File: config.mk
export PLATFORM = sky130hd
export DESIGN_NAME = otp_pad_scheduler
export DESIGN_NICKNAME = d
export VERILOG_FILES = /design/src/rtl/otp_pad_scheduler.sv
export SDC_FILE = /design/constraint.sdc
export NUM_CORES = 1
export LEC_CHECK = 0
export CORE_AREA = 3 3 58 60
export CTS_BUF_LIST = sky130_fd_sc_hd__clkbuf_4
export CTS_CLUSTER_DIAMETER = 100
export DETAILED_ROUTE_END_ITERATION = 8
export DIE_AREA = 0 0 61 63
export PLACE_DENSITY_LB_ADDON = 0.3
export SYNTH_ARGS = -nofsm -noshare
export SYNTH_HDL_FRONTEND = slang
export SYNTH_SLANG_ARGS = --single-unit
File: constraint.sdc
create_clock -name clk -period 9.8 [get_ports clk]
set_clock_uncertainty 0.05 [all_clocks]
set_input_delay 2.45 -clock clk [delete_from_list [all_inputs] [get_ports clk]]
set_output_delay 2.45 -clock clk [all_outputs]
set_load 0.01 [all_outputs]
File: src/rtl/otp_pad_scheduler.sv
// Sequencing controller for the one-time-pad datapath: arbitrates encrypt/decrypt
// requests, tracks which pad slots hold an unused pad, and issues one command at a time.
module otp_pad_scheduler #(
    parameter int SLOTS = 8,
    parameter int IDX_W = 3
) (
    input  logic             clk,
    input  logic             rst,
    input  logic             ena,
    input  logic             enc_req,
    output logic             enc_ack,
    output logic [IDX_W-1:0] enc_slot,
    output logic             enc_err,
    input  logic             dec_req,
    input  logic [IDX_W-1:0] dec_slot,
    output logic             dec_ack,
    output logic             dec_err,
    output logic             dp_valid,
    output logic             dp_decrypt,
    output logic [IDX_W-1:0] dp_idx,
    output logic [IDX_W:0]   free_cnt,
    output logic             full,
    output logic             busy
);

    typedef enum logic [1:0] {IDLE, ISSUE, WAIT, ACK} state_t;

    state_t           state, state_next;
    logic [SLOTS-1:0] vld, vld_next;
    logic             last_dec;
    logic             op_dec, op_err;
    logic [IDX_W-1:0] op_idx;

    logic             grant, pick_dec, grant_err;
    logic [IDX_W-1:0] grant_idx, free_idx;
    logic             op_dec_nx, op_err_nx;
    logic [IDX_W-1:0] op_idx_nx;
    logic [IDX_W:0]   used, free_next;

    logic             enc_ack_d, enc_err_d, dec_ack_d, dec_err_d;
    logic             dp_valid_d, dp_decrypt_d, busy_d;
    logic [IDX_W-1:0] enc_slot_d, dp_idx_d;

    // Lowest-numbered empty slot; scanning downward lets the smallest index win.
    always_comb begin
        free_idx = '0;
        for (int i = SLOTS - 1; i >= 0; i--) begin
            if (!vld[i]) free_idx = IDX_W'(i);
        end
    end

    always_comb begin
        state_next = state;
        grant      = 1'b0;
        pick_dec   = 1'b0;
        grant_err  = 1'b0;
        grant_idx  = '0;
        case (state)
            IDLE: begin
                if (ena && (enc_req || dec_req)) begin
                    grant    = 1'b1;
                    pick_dec = dec_req && (!enc_req || !last_dec);
                    if (pick_dec) begin
                        grant_idx = dec_slot;
                        grant_err = !vld[dec_slot];
                    end else begin
                        grant_idx = free_idx;
                        grant_err = &vld;
                    end
                    state_next = grant_err ? ACK : ISSUE;
                end
            end
            ISSUE:   state_next = WAIT;
            WAIT:    state_next = ACK;
            ACK:     state_next = IDLE;
            default: state_next = IDLE;
        endcase
    end

    // The bitmap changes on the edge that ends ISSUE, so the pad count follows it directly.
    always_comb begin
        vld_next = vld;
        if (state == ISSUE) vld_next[op_idx] = !op_dec;
        used = '0;
        for (int i = 0; i < SLOTS; i++) begin
            used = used + (IDX_W + 1)'(vld_next[i]);
        end
        free_next = (IDX_W + 1)'(SLOTS) - used;
    end

    always_ff @(posedge clk) begin
        if (rst) begin
            state    <= IDLE;
            vld      <= '0;
            last_dec <= 1'b1;
            op_dec   <= 1'b0;
            op_err   <= 1'b0;
            op_idx   <= '0;
            free_cnt <= (IDX_W + 1)'(SLOTS);
            full     <= 1'b0;
        end else begin
            state    <= state_next;
            vld      <= vld_next;
            free_cnt <= free_next;
            full     <= (free_next == '0);
            if (grant) begin
                last_dec <= pick_dec;
                op_dec   <= pick_dec;
                op_err   <= grant_err;
                op_idx   <= grant_idx;
            end
        end
    end

    // Outputs are computed from the upcoming state so every strobe comes straight from a flop.
    always_comb begin
        op_dec_nx    = grant ? pick_dec  : op_dec;
        op_err_nx    = grant ? grant_err : op_err;
        op_idx_nx    = grant ? grant_idx : op_idx;
        dp_valid_d   = (state_next == ISSUE);
        dp_decrypt_d = dp_valid_d ? op_dec_nx : dp_decrypt;
        dp_idx_d     = dp_valid_d ? op_idx_nx : dp_idx;
        enc_ack_d    = (state_next == ACK) && !op_dec_nx;
        enc_err_d    = enc_ack_d && op_err_nx;
        enc_slot_d   = enc_ack_d ? op_idx_nx : enc_slot;
        dec_ack_d    = (state_next == ACK) && op_dec_nx;
        dec_err_d    = dec_ack_d && op_err_nx;
        busy_d       = (state_next != IDLE);
    end

    always_ff @(posedge clk) begin
        if (rst) begin
            enc_ack    <= 1'b0;
            enc_err    <= 1'b0;
            enc_slot   <= '0;
            dec_ack    <= 1'b0;
            dec_err    <= 1'b0;
            dp_valid   <= 1'b0;
            dp_decrypt <= 1'b0;
            dp_idx     <= '0;
            busy       <= 1'b0;
        end else begin
            enc_ack    <= enc_ack_d;
            enc_err    <= enc_err_d;
            enc_slot   <= enc_slot_d;
            dec_ack    <= dec_ack_d;
            dec_err    <= dec_err_d;
            dp_valid   <= dp_valid_d;
            dp_decrypt <= dp_decrypt_d;
            dp_idx     <= dp_idx_d;
            busy       <= busy_d;
        end
    end

endmodule

Word-level counts from Yosys, hierarchy flattened --
Cells that the tools add are included.
Operators by class: $add $sub $neg 8, magnitude comparators 3, equal/unequal tests 5, mux-type cells 32, reductions and logical operators 18
Operators with widths (count):
- $mux W3 | 12
- $add A4 B1 Y4 | 4
- $mux W1 | 13
- $bwmux W8 | 1
- $lt A3 B4 Y1 const B | 2
- $mux W8 | 1
- $pmux W2 S4 | 1
- $reduce_and A8 Y1 | 1
- $logic_and A1 B1 Y1 | 7
- $eq A2 B2 Y1 const B | 3
- $logic_not A1 Y1 | 5
- $add A3 B1 Y4 | 1
- $eq A2 B1 Y1 const B | 2
- $logic_not A4 Y1 | 1
- $mux W2 | 2
- $sub A4 B4 Y4 const A | 1
- $add A2 B1 Y3 | 1
- $bmux W1 S3 | 1
- $demux W1 S3 | 1
- $ge A3 B1 Y1 const B | 1
- $add A1 B1 Y2 | 1
- $logic_not A2 Y1 | 1
- $logic_or A1 B1 Y1 | 2
- $reduce_bool A2 Y1 | 1
Storage, ports and cells: bits in registers 34, input bits 8, output and inout port bits 18, word-level logic and storage cells 83

Logic depth before layout (Yosys ltp) --
depth in word-level cells 15, mapped depth 13, gate-level depth less buffers 13

Least setup slack after synthesis --
Ideal clock, no wire load.
path type input -> register, start point input dec_slot[0], end point register enc_slot[1], library setup time 121 ps, data arrival time 3900 ps, data required time 9629 ps, setup slack 5729 ps, cell stages on the path 6, cell sequence mux4_2 and3b_1 nand3b_4 o21a_4 nor2_8 mux2_4
Between the ends: longest elaborated chain between the ends 11
Ends and longest elaborated chain:
- start: declaration | line 15 | input logic [IDX_W-1:0] dec_slot,
- $bmux W1 S3 | line 65 | grant_err = !vld[dec_slot];
- $mux W1 (implied by the code) | line 65
- $logic_not A1 Y1 | line 65
- $mux W1 | line 63 | if (pick_dec) begin
- $mux W1 | line 60 | if (ena && (enc_req || dec_req)) begin
- $mux W1 | line 58 | case (state)
- $mux W2 | line 70 | state_next = grant_err ? ACK : ISSUE;
- $mux W2 | line 60
- $pmux W2 S4 | line 58
- $eq A2 B2 Y1 | line 123 | enc_ack_d = (state_next == ACK) && !op_dec_nx;
- $logic_and A1 B1 Y1 | line 123
- end signal: assignment | line 145 | enc_slot <= enc_slot_d;
- end: declaration | line 12 | output logic [IDX_W-1:0] enc_slot,
Every way passes these cells. The select of a mux whose other input is x is not followed. A chain may end at the register's enable or synchronous reset.

Worst setup path in the final report --
start point input dec_slot[0], end point register enc_slot[2]
Same word-level chain as after synthesis.

==> run_results.csv <==
group,metric,value,unit
status,status,"complete, no violations",
floorplanning,die_area,3840,um2
setup_path,crit_buf_inv,1,
sta,slew_violations,0,
cells_and_area,final_common_cell,"dfxtp_1",
clock_tree,cts_hold_buffers,0,
clock_tree,cts.sinks,34,
power_and_ir_drop,combPwrFrac,37.3,%
power_and_ir_drop,pwr-share-seq,35.9,%
detailed_routing,drt-initial-drc-count,53,
power_and_ir_drop,switching_share,32.8,%
global_route,grt_max_degree,33,
power_and_ir_drop,p_int,0.324,mW
sta,setup_tns,0,ns
sta,max_freq,229,MHz
cells_and_area,drive_gt1_share,15.2,%
yosys,syn-cell-area,1730,um2
detailed_routing,drt_first_pass_iters,4,
power_and_ir_drop,worst_ir_drop_vdd,0.000153,V
yosys,avgSynthCellArea,9.82,um2
yosys,synthFlopType,"dfxtp_1",
clock_tree,cts_tree,"built",
cells_and_area,fin_nets,224,
yosys,yosysUniqueCellTypes,47,
yosys,yosys_warnings,0,
detailed_routing,drt-wirelength-per-cell,14.3,um
setup_path,path_delay_family,"multiplexers",
min_path,hp-class,"reg2reg",
setup_path,worst_setup_path_end_kind,"flop",
power_and_ir_drop,p_sw,0.158,mW
yosys,synth_top_cells_by_area,"dfxtp_1 39%, ha_1 6.5%, fa_1 4.6%, mux2_4 4.3%, nor2_1 4.3%",
yosys,synth.net_count,197,
detailed_routing,ant_nets,0,
sta,rsz0062_at_grt,"false",
clock_tree,clockBufferDepth,2,
place,gp_congestion,0.886,
floorplanning,row_count,20,
cells_and_area,diodes,0,
power_and_ir_drop,p_per_area,230,nW/um2
global_route,grt_pass1_vias,1259,
clock_tree,worstSkewPairLatency,0.35,ns
clock_tree,htreeDepth,2,
floorplanning,die_x,61,um
place,dpl-instance-area,1990,um2
power_and_ir_drop,leakagePower,0.837,nW
setup_path,cp_max_fo,4,
floorplanning,die_y,63,um
global_route,grt_use_total,20.0,%
place,port_buffers,25,
place,hpwl,2540,um
setup_path,crit_path_top_delay_cell,"clkdlybuf4s50_1",
setup_path,critPathArrivalTime,4.56,ns
floorplanning,start_util,58.1,%
clock_tree,cts_buffers,5,
detailed_routing,via_per_inst,5.59,
floorplanning,pin_count,26,
setup_path,path_class,"in2reg",
yosys,yosysSeqAreaShare,39.4,%
setup_path,max_stage_delay,0.56,ns
global_route,overflow,0,
sta,hold_violations,0,
cells_and_area,stdcell_area,2100,um2
yosys,ys_ff_latch,34,
detailed_routing,totalWireLength,3380,um
sta,timing.final.crit_share,44.5,%
yosys,synthArstFlopShare,0,%
yosys,synth-edff-count,0,
cells_and_area,most-common-layout-cells,"34 x dfxtp_1, 25 x clkdlybuf4s50_1, 20 x nor2_1",
clock_tree,post_cts_buffers,0,
setup_path,startpoint_type,"input pin",
setup_path,path_cells,"clkdlybuf4s50_1, mux4_2, and3b_1, nand3b_4, o21a_4, nor2_8, mux2_4",
setup_path,cp.required,10.00,ns
power_and_ir_drop,pwr-share-clk,26.9,%
clock_tree,cts.repair.resized,0,
sta,setup_viol,0,
sta,worst_slew_pin_slew,1.03,ns
min_path,hold_depth,2,
yosys,synth_top_area_share,39.4,%
sta,fin_crit,4.36,ns
floorplanning,core_area,2980,um2
setup_path,cp.depth,7,
yosys,postSynthCellCount,176,
global_route,grt_pass1_wl,5690,um
detailed_routing,route.detailed.drc,0,
clock_tree,ctsRootBufferMaster,"clkbuf_4",
sta,slew_headroom,31.0,%
global_route,grt_antenna_before_repair,0,
clock_tree,path_clk_slew,0.11,ns
setup_path,reg2reg_depth,12,
cells_and_area,areaGrowthSynthToFinish,21.3,%
run,max_cap_viol_count,0,
yosys,yosysTopAreaCell,"dfxtp_1",
detailed_routing,route.vias.total,1325,
## flip-flops by register name, summed over array words and instances (netlist names), 2 cells and up
name      count
vld           8
free_cnt      4
dp_idx        3
enc_slot      3
op_idx        3
state         2
## stage by stage
step	util, %	power, mW	setup WS, ns	cells	hold slack (ns)
finish	70.5	0.482	5.44	237	0.440
global route	70.5	0.513	5.40	237	0.470
floorplan	-	0.299	5.73	176	0.383
detailed placement	66.9	0.356	5.06	229	0.420
global placement	66.9	0.350	5.09	229	0.413
CTS	70.5	0.485	5.45	237	0.446
## path summary, 6_finish.rpt
check,slack [ns],to,startpoint
hold reg to reg,0.44,dp_idx[0],dp_idx[0]
setup / recovery,5.44,enc_slot[2],dec_slot[0]
setup reg to reg,6.13,free_cnt[3],state[1]
hold / removal,0.44,dp_idx[0],dp_idx[0]
## cells by family after synthesis
family,synth area share (%)
AND/OR/NAND/NOR,25.2
flip-flops,39.4
AO/OA/AOI/OAI,11.2
buffers and inverters,3.83
adder cells (fa/ha/maj),11.1
multiplexers,9.26
## worst reg2reg max path, delay by kind of cell (launching register included)
kind | cells | cell delay, ns
adder cells (fa/ha/maj) | 6 | 2.17
AND/OR/NAND/NOR | 4 | 0.73
flip-flops | 1 | 0.34
AO/OA/AOI/OAI | 1 | 0.14
buffers and inverters | 1 | 0.12
## cell usage after synthesis, types with 2 or more instances
| cell type | instances |
|---|---|
| dfxtp_1 | 34 |
| nor2_1 | 20 |
| a21oi_1 | 13 |
| inv_1 | 10 |
| ha_1 | 9 |
| nand2_1 | 8 |
| nand3_1 | 6 |
| nor3_1 | 6 |
| mux2_4 | 5 |
| nor2b_1 | 5 |
| clkbuf_1 | 4 |
| fa_1 | 4 |
| mux2i_1 | 4 |
| nand2b_1 | 4 |
| nand4_1 | 4 |
| nand4b_1 | 3 |
| o21ai_0 | 3 |
| and2b_2 | 2 |
| mux2_2 | 2 |
| nor3b_1 | 2 |
| or2_2 | 2 |
## layout make-up
cell class	instances	area, um2
Multi-Input combinational cell	127	982
Fill cell	224	880
Sequential cell	34	681
Timing Repair Buffer	25	250
Clock inverter	3	68.8
Tap cell	33	41.3
Clock buffer	5	37.5
Inverter	10	37.5
## power by group through the flow
stage                     Sequential [mW]  Clock, mW  Combinational [mW]
after floorplan                     0.180          0               0.120
after global placement              0.174          0               0.176
after detailed placement            0.176          0               0.181
after CTS                           0.173      0.131               0.181
after global routing                0.176      0.139               0.198
final                               0.173      0.129               0.180
## routing by layer
metal / vias up / track usage, % / share of wire [%]
li1: 662 / - / -
met1: 622 / 23.1 / 42
met2: 34 / 32.9 / 52
met3: 7 / 7.23 / 4.9
met4: 0 / 7.32 / 1.0
met5: - / 0 / 0
Note: power is estimated with default switching activity, not from simulation.
